[config.mk]
export PLATFORM = sky130hd
export DESIGN_NAME = decode
export DESIGN_NICKNAME = d
export VERILOG_FILES = /design/src/rtl/cpu_pkg.sv /design/src/rtl/imm_gen.sv /design/src/rtl/decode.sv
export SDC_FILE = /design/constraint.sdc
export NUM_CORES = 1
export LEC_CHECK = 0
export CORE_MARGIN = 4
export CORE_UTILIZATION = 40
export CTS_CLUSTER_SIZE = 8
export DETAILED_ROUTE_END_ITERATION = 8
export MAX_ROUTING_LAYER = met4
export PLACE_DENSITY = 0.75
export SLEW_MARGIN = 5
export SYNTH_ARGS = -nofsm -noshare
export SYNTH_HDL_FRONTEND = slang
export SYNTH_SLANG_ARGS = --single-unit
[constraint.sdc]
create_clock -name clk -period 2.4 [get_ports clk]
set_input_delay 0.36 -clock clk [delete_from_list [all_inputs] [get_ports clk]]
set_output_delay 0.36 -clock clk [all_outputs]
set_load 0.02 [all_outputs]
[src/rtl/cpu_pkg.sv]
// -----------------------------------------------------------------------------
// cpu_pkg
// Shared definitions for the CPU front end: RV32I major opcodes, the decoded
// bundle handed from decode to execute, and an opcode classifier that says
// which register operands an instruction reads and writes.
// No ports (package).
// -----------------------------------------------------------------------------
package cpu_pkg;

  localparam int unsigned WORD_W = 32;

  // RV32I major opcodes (instr[6:0])
  localparam logic [6:0] OP     = 7'b0110011;
  localparam logic [6:0] OP_IMM = 7'b0010011;
  localparam logic [6:0] LOAD   = 7'b0000011;
  localparam logic [6:0] STORE  = 7'b0100011;
  localparam logic [6:0] BRANCH = 7'b1100011;
  localparam logic [6:0] JAL    = 7'b1101111;
  localparam logic [6:0] JALR   = 7'b1100111;
  localparam logic [6:0] LUI    = 7'b0110111;
  localparam logic [6:0] AUIPC  = 7'b0010111;

  // Register usage of an opcode. An unknown opcode comes back all-zero, so it
  // reads nothing, writes nothing and is flagged illegal.
  typedef struct packed {
    logic legal;
    logic use_rs1;
    logic use_rs2;
    logic writes_rd;
  } op_class_t;

  // Decoded bundle. rs1/rs2/rd are already zeroed when the format has no such
  // operand, so consumers never see immediate bits masquerading as registers.
  typedef struct packed {
    logic [WORD_W-1:0] pc;
    logic [6:0]        opcode;
    logic [2:0]        funct3;
    logic [6:0]        funct7;
    logic [4:0]        rd;
    logic [4:0]        rs1;
    logic [4:0]        rs2;
    logic [WORD_W-1:0] imm;
    logic              illegal;
  } decoded_t;

  function automatic op_class_t classify(input logic [6:0] opcode);
    op_class_t c;
    c = '0;
    case (opcode)
      OP: begin
        c.legal = 1'b1; c.use_rs1 = 1'b1; c.use_rs2 = 1'b1; c.writes_rd = 1'b1;
      end
      STORE, BRANCH: begin
        c.legal = 1'b1; c.use_rs1 = 1'b1; c.use_rs2 = 1'b1;
      end
      OP_IMM, LOAD, JALR: begin
        c.legal = 1'b1; c.use_rs1 = 1'b1; c.writes_rd = 1'b1;
      end
      LUI, AUIPC, JAL: begin
        c.legal = 1'b1; c.writes_rd = 1'b1;
      end
      default: c = '0;
    endcase
    return c;
  endfunction

endpackage : cpu_pkg

[src/rtl/imm_gen.sv]
// -----------------------------------------------------------------------------
// imm_gen
// Combinational RV32I immediate generator. Selects the I/S/B/U/J layout from
// the opcode and sign-extends to the word width. R-type and unknown opcodes
// yield zero.
// Ports:
//   instr_i  in  32  instruction word
//   imm_o    out 32  sign-extended immediate
// -----------------------------------------------------------------------------
module imm_gen
  import cpu_pkg::*;
(
  input  logic [31:0]       instr_i,
  output logic [WORD_W-1:0] imm_o
);

  always_comb begin
    // NOTE: a default assignment ahead of the case keeps every path assigned,
    // so this stays pure combinational logic instead of inferring a latch.
    imm_o = '0;
    case (instr_i[6:0])
      OP_IMM, LOAD, JALR:
        imm_o = {{20{instr_i[31]}}, instr_i[31:20]};
      STORE:
        imm_o = {{20{instr_i[31]}}, instr_i[31:25], instr_i[11:7]};
      BRANCH:
        imm_o = {{19{instr_i[31]}}, instr_i[31], instr_i[7],
                 instr_i[30:25], instr_i[11:8], 1'b0};
      LUI, AUIPC:
        imm_o = {instr_i[31:12], 12'b0};
      JAL:
        imm_o = {{11{instr_i[31]}}, instr_i[31], instr_i[19:12],
                 instr_i[20], instr_i[30:21], 1'b0};
      default:
        imm_o = '0;
    endcase
  end

endmodule : imm_gen

[src/rtl/decode.sv]
// -----------------------------------------------------------------------------
// decode
// Instruction decode stage. Accepts fetched instructions on a valid/ready
// handshake, splits them into RV32I fields plus a sign-extended immediate and
// holds the result in a single output register. Drives the register-file read
// addresses so operand data lines up with the bundle presented downstream.
//
// Build option DECODE_SCOREBOARD_EN: when defined, a 32-entry busy bitmap
// stalls RAW and WAW hazards; bits are set on issue and cleared by writeback.
// When undefined there is no bitmap and wb_valid/wb_rd are ignored.
//
// Ports:
//   clk, rst           clock, synchronous active-high reset
//   in_valid/in_ready  fetch handshake; in_ready looks at in_instr
//   in_instr, in_pc    instruction word and its PC
//   out_valid/ready    bundle handshake towards execute
//   out_pc, out_opcode, out_funct3, out_funct7, out_rd, out_imm, out_illegal
//                      registered bundle; out_rd is 0 for formats without rd
//   r_address1/2       register-file read addresses (0 for unused sources)
//   wb_valid, wb_rd    writeback clears the busy bit of wb_rd
// -----------------------------------------------------------------------------
module decode
  import cpu_pkg::*;
#(
  parameter int unsigned XLEN = 32
) (
  input  logic            clk,
  input  logic            rst,
  input  logic            in_valid,
  output logic            in_ready,
  input  logic [31:0]     in_instr,
  input  logic [XLEN-1:0] in_pc,
  output logic            out_valid,
  input  logic            out_ready,
  output logic [XLEN-1:0] out_pc,
  output logic [6:0]      out_opcode,
  output logic [2:0]      out_funct3,
  output logic [6:0]      out_funct7,
  output logic [4:0]      out_rd,
  output logic [XLEN-1:0] out_imm,
  output logic            out_illegal,
  output logic [4:0]      r_address1,
  output logic [4:0]      r_address2,
  input  logic            wb_valid,
  input  logic [4:0]      wb_rd
);

  // ---------------------------------------------------------------------------
  // Field extraction for the instruction currently offered by fetch
  // ---------------------------------------------------------------------------
  op_class_t         cls;
  logic [4:0]        rs1_eff, rs2_eff, rd_eff;
  logic [WORD_W-1:0] imm;
  logic              hazard;
  logic              fire;
  logic              hold;

  assign cls     = classify(in_instr[6:0]);
  assign rs1_eff = cls.use_rs1   ? in_instr[19:15] : 5'd0;
  assign rs2_eff = cls.use_rs2   ? in_instr[24:20] : 5'd0;
  assign rd_eff  = cls.writes_rd ? in_instr[11:7]  : 5'd0;

  imm_gen u_imm_gen (
    .instr_i (in_instr),
    .imm_o   (imm)
  );

  // ---------------------------------------------------------------------------
  // Busy scoreboard
  // ---------------------------------------------------------------------------
`ifdef DECODE_SCOREBOARD_EN
  logic [31:0] busy_q, busy_d;
  logic        src1_hit, src2_hit, dst_hit;

  // Zeroed operand fields double as "not used", and x0 is never busy-checked.
  // Illegal opcodes have every operand zeroed, so they never stall.
  assign src1_hit = (rs1_eff != 5'd0) && busy_q[rs1_eff];
  assign src2_hit = (rs2_eff != 5'd0) && busy_q[rs2_eff];
  assign dst_hit  = (rd_eff  != 5'd0) && busy_q[rd_eff];
  assign hazard   = src1_hit || src2_hit || dst_hit;

  // The WAW stall guarantees a set and a clear never target the same bit in
  // one cycle, so their order here does not matter.
  always_comb begin
    busy_d = busy_q;
    if (wb_valid) busy_d[wb_rd] = 1'b0;
    if (fire && (rd_eff != 5'd0)) busy_d[rd_eff] = 1'b1;
  end

  always_ff @(posedge clk) begin
    if (rst) busy_q <= '0;
    else     busy_q <= busy_d;
  end
`else
  logic unused_wb;
  assign unused_wb = ^{wb_valid, wb_rd};
  assign hazard    = 1'b0;
`endif

  // ---------------------------------------------------------------------------
  // Handshake and output pipeline register
  // ---------------------------------------------------------------------------
  logic     out_valid_q;
  decoded_t bundle_q, bundle_d;

  assign in_ready = !rst && (!out_valid_q || out_ready) && !hazard;
  assign fire     = in_valid && in_ready;
  assign hold     = out_valid_q && !out_ready;

  always_comb begin
    bundle_d         = '0;
    bundle_d.pc      = in_pc;
    bundle_d.opcode  = in_instr[6:0];
    bundle_d.funct3  = in_instr[14:12];
    bundle_d.funct7  = in_instr[31:25];
    bundle_d.rd      = rd_eff;
    bundle_d.rs1     = rs1_eff;
    bundle_d.rs2     = rs2_eff;
    bundle_d.imm     = imm;
    bundle_d.illegal = !cls.legal;
  end

  // NOTE: the payload is reset along with the valid bit because every bundle
  // output has to read zero out of reset, not just out_valid.
  always_ff @(posedge clk) begin
    if (rst) begin
      out_valid_q <= 1'b0;
      bundle_q    <= '0;
    end else if (fire) begin
      // NOTE: non-blocking assignments so every register samples the values
      // from before this edge, independent of statement order.
      out_valid_q <= 1'b1;
      bundle_q    <= bundle_d;
    end else if (out_ready) begin
      out_valid_q <= 1'b0;
    end
  end

  // ---------------------------------------------------------------------------
  // Register-file read addresses. While the bundle is stalled downstream the
  // addresses stay on its sources so the operand data does not change under
  // it; otherwise they look ahead at the incoming instruction so its data is
  // ready in the cycle it is presented.
  // ---------------------------------------------------------------------------
  always_comb begin
    r_address1 = 5'd0;
    r_address2 = 5'd0;
    if (!rst) begin
      if (hold) begin
        r_address1 = bundle_q.rs1;
        r_address2 = bundle_q.rs2;
      end else begin
        r_address1 = rs1_eff;
        r_address2 = rs2_eff;
      end
    end
  end

  assign out_valid   = out_valid_q;
  assign out_pc      = bundle_q.pc;
  assign out_opcode  = bundle_q.opcode;
  assign out_funct3  = bundle_q.funct3;
  assign out_funct7  = bundle_q.funct7;
  assign out_rd      = bundle_q.rd;
  assign out_imm     = bundle_q.imm;
  assign out_illegal = bundle_q.illegal;

endmodule : decode

# --- After elaboration in Yosys (flattened, before gate mapping) ---
# Index checks and enable logic that the tools add are counted.
totals:
  word_cells: 48
  ff_bits: 98
  in_bits: 74
classes:
  n_reduce_logical: 15
  mux: 14
  eq_ne: 9
op_table:
  columns: ["operator", "count"]
  rows:
  - ["one-hot mux 32 bit (5 select lines)", 1]
  - ["2-to-1 mux 5 bit", 7]
  - ["equality test 7 x 6 -> 1 bit (second input constant)", 3]
  - ["equality test 7 bit (second input constant)", 3]
  - ["equality test 7 x 5 -> 1 bit (second input constant)", 2]
  - ["OR reduction 9 bit", 1]
  - ["equality test 7 x 2 -> 1 bit (second input constant)", 1]
  - ["OR reduction 7 bit", 1]
  - ["2-to-1 mux 1 bit", 6]
  - ["OR reduction 3 bit", 2]
  - ["OR reduction 6 bit", 1]
  - ["zero test 1 bit", 4]
  - ["logical AND 1 bit", 3]
  - ["nonzero test 2 bit", 1]
  - ["OR reduction 2 bit", 1]
  - ["logical OR 1 bit", 1]

# --- Longest topological paths before layout ---
depth:
  ltp_word: 6
  depth_mapped: 7

# --- Hierarchy ---
# From an unflattened synthesis, not the netlist that was laid out.
hier_totals:
  hier_cells: 629
  area_unflattened_um2: 5093.6
by_module_without_submodules:
  columns: ["mod", "area_per_inst_um2", "cells_each", "instances"]
  rows:
  - ["decode", 4546.9, 550, 1]
  - ["imm_gen", 546.8, 79, 1]

# --- Least setup slack after synthesis ---
# No wires, ideal clock.
synth_path:
  kind: "input to output"
  from: "input in_instr[3]"
  to: "output r_address2[0]"
  required_ns: 2.040
  path_slack_ns: 0.464
  t_arrival_ns: 1.576
  n_path_buf: 1
  stages: 5
  cell_sequence: "nand2b_1 > a2111oi_2 > buf_2 > nand3_1 > a21oi_1"
synth_via:
  elab_chain_len: 6
synth_lines:
  columns: ["item", "line_no", "rtl"]
  rows:
  - ["start, declared", "decode.sv:31", "input logic [31:0] in_instr,"]
  - ["equality test 7 x 6 -> 1 bit / equality test 7 bit (equally long branches)", "cpu_pkg.sv:49", "case (opcode)"]
  - ["OR reduction 3 bit (no line) *", null, null]
  - ["2-to-1 mux 1 bit *", "cpu_pkg.sv:49", null]
  - ["2-to-1 mux 5 bit *", "decode.sv:60", "assign rs2_eff = cls.use_rs2 ? in_instr[24:20] : 5'd0;"]
  - ["2-to-1 mux 5 bit *", "decode.sv:149", "if (hold) begin"]
  - ["2-to-1 mux 5 bit *", "decode.sv:148", "if (!rst) begin"]
  - ["end, declared", "decode.sv:43", "output logic [4:0] r_address2,"]
# Mark *: on every way between the ends. The rest lies on a longest branch, timed or not.

# --- Worst setup path in the final report ---
layout_path:
  from: "input in_instr[0]"
  to: "output r_address2[1]"
# Same word-level chain as after synthesis.

==> results.cfg <==
[layout]
final_cell_mix = clkdlybuf4s50_1 (154), nand2_1 (144), dfxtp_1 (98), nand3_1 (73), a21oi_1 (39)
fin_nets = 736
mostFrequentLayoutCell = clkdlybuf4s50_1
n_antenna_cell = 0
final_cell_area_um2 = 5990
drive_gt1_share_pct = 12.0
area_growth_pct = 34.7

[drt]
wl_per_cell_um = 15.6
ant_nets = 0
vias = 4072
drcViolationCount = 0
via_per_inst = 5.05
drt_pass1_iterations = 5
drt_iter0_drc = 232
wirelength_um = 12600

[clock_network]
clock-sinks = 98
clk_path_buf_depth = 2
ctsHtreeMaxLevel = 3
insertion_delay_ps = 360
cts_buffers = 9
path_clk_slew_ps = 100
cts_tree = done
cts_root_buf = clkbuf_8

[logic_synthesis]
yosys_warnings = 0
synth_edf_count = 0
synth.net_count = 641
synth_cell_types = 40
syn_area_per_cell_um2 = 7.84
netlist_area_um2 = 4450
netlist_instances = 567
ys_seq_area_share_pct = 44.1
ys_ff_latch = 98
synth-async-reset-ratio_pct = 0
yosys_most_used_dff = dfxtp_1

[setup_path]
path_max_fanout = 7
required_ps = 2040
critPathCaptureType = primary output
start_kind = primary input
crit_arrival_ps = 1970
critPathKind = primary input to primary output

[status]
status = completed

[sta]
finalSetupViolCount = 0
rsz0062_at_grt = false
fin_crit_ps = 2330
slew_headroom_pct = 76.5
worstMarginPinSlew_ps = 353
fin_crit_sh_pct = 97.3
finClkSkew_ps = 7.74
finalHoldViolations = 0
drv_slew = 0
fmax_mhz = 428

[worst_hold_path]
hold_class = primary input to flip-flop

[place]
finalWeightedCongestion = 0.865
dp_hpwl_um = 9530
port_buffers = 166
postPlaceCellArea_um2 = 5820

[global_routing]
grt_pass1_vias = 3984
antenna_found_initial = 0
grt_first_pass_wirelength_um = 19900
grt_max_degree = 32
grt_remaining_overflow = 0
grt_usage_pct = 19.7

[floorplan]
dieArea_um2 = 12900
core_um2 = 10800
num_io_pins = 173
die_h_um = 113
fp.dieW_um = 113
num_rows = 38
initial_core_util_pct = 41.0

[power]
vdd_drop_max_v = 0.000255
powerDensity_nw_per_um2 = 548
p_total_mw = 3.28
power_leakage_nw = 2.38

[job]
cap_violations = 0
## registers in the layout, indices dropped and copies added (netlist names)
register and flops:
out_imm 32, out_pc 32, bundle_q 10, out_funct7 7
out_opcode 7, out_rd 5, out_funct3 3, out_illegal 1
out_valid 1
## synth_stat cells (all sizes together), types with 2 or more instances
cell type	n	area, um2
a22o	5	43.8
o21ai	27	135
and2	2	12.5
a21oi	41	205
inv	3	11.3
nand2	145	547
clkbuf	18	67.6
nand2b	3	18.8
buf	103	737
nor2	17	66.3
mux2	2	22.5
nor4	2	18.8
nand3	74	370
nor3	2	15.0
a22oi	10	75.1
dfxtp	98	1960
## report_power, final
part	internal [mW]	switching [mW]	leakage (nW)
clock network	0.391	0.599	0.0852
logic	0.281	0.292	1.50
registers	1.69	0.0326	0.799
## logic make-up (layout without fill, tap and decap cells)
| group | Yosys count | count (layout) | synth area share (%) |
|---|---|---|---|
| multiplexers | 3 | 3 | 0.732 |
| buffers and inverters | 124 | 224 | 18.3 |
| AO/OA/AOI/OAI | 92 | 92 | 12.3 |
| AND/OR/NAND/NOR | 250 | 250 | 24.5 |
| flip-flops | 98 | 98 | 44.1 |
## stage by stage
step	instances	setup slack, ps	hold slack [ps]	util [%]	TNS (ps)
after CTS	807	14.5	456	55.5	0
final	807	65.5	393	55.3	0
after global routing	807	10.2	399	55.3	0
after floorplan	567	464	428	-	0
after detailed placement	791	-324	442	53.7	-2600
after global placement	791	-320	436	53.7	-2420
## layout make-up
type,instances,area [um2]
sequential,98,1960
fill,1034,4850
clock buffer,10,128
clock inverter,6,48.8
timing repair buffer,205,1960
multi-input combinational,345,1700
inverter,3,11.3
tap,140,175
## worst max-delay path: stages
cell             delay [ps]
clkdlybuf4s50_1         480
nand2_1                 100
a2111oi_4               270
buf_4                   190
buf_6                   130
nand3_1                 110
a21oi_2                 190
buf_6                   140
## timing repair
action,in CTS,in global routing
gates resized for setup,33,10
pin swaps,2,1
hold buffers,0,0
setup buffers,0,0
gates cloned,0,0
setup endpoints to repair,10,10
## metal layers
layer | GRT usage, % | part of all wire, %
met3 | 3.66 | 7.2
met2 | 32.8 | 49
met5 | - | 0
met1 | 24.4 | 42
met4 | 6.25 | 1.5
## path summary, 6_finish.rpt
path                    start       endpoint  slack [ps]  depth (start not counted)
setup / recovery  in_instr[0]  r_address2[1]          70                          8
hold / removal    in_instr[3]  out_opcode[3]         390                          4
setup reg to reg    out_valid  out_opcode[1]         770                          7
hold reg to reg   out_imm[29]    out_imm[29]         450                          2
Note: power is estimated with default switching activity, not from simulation.
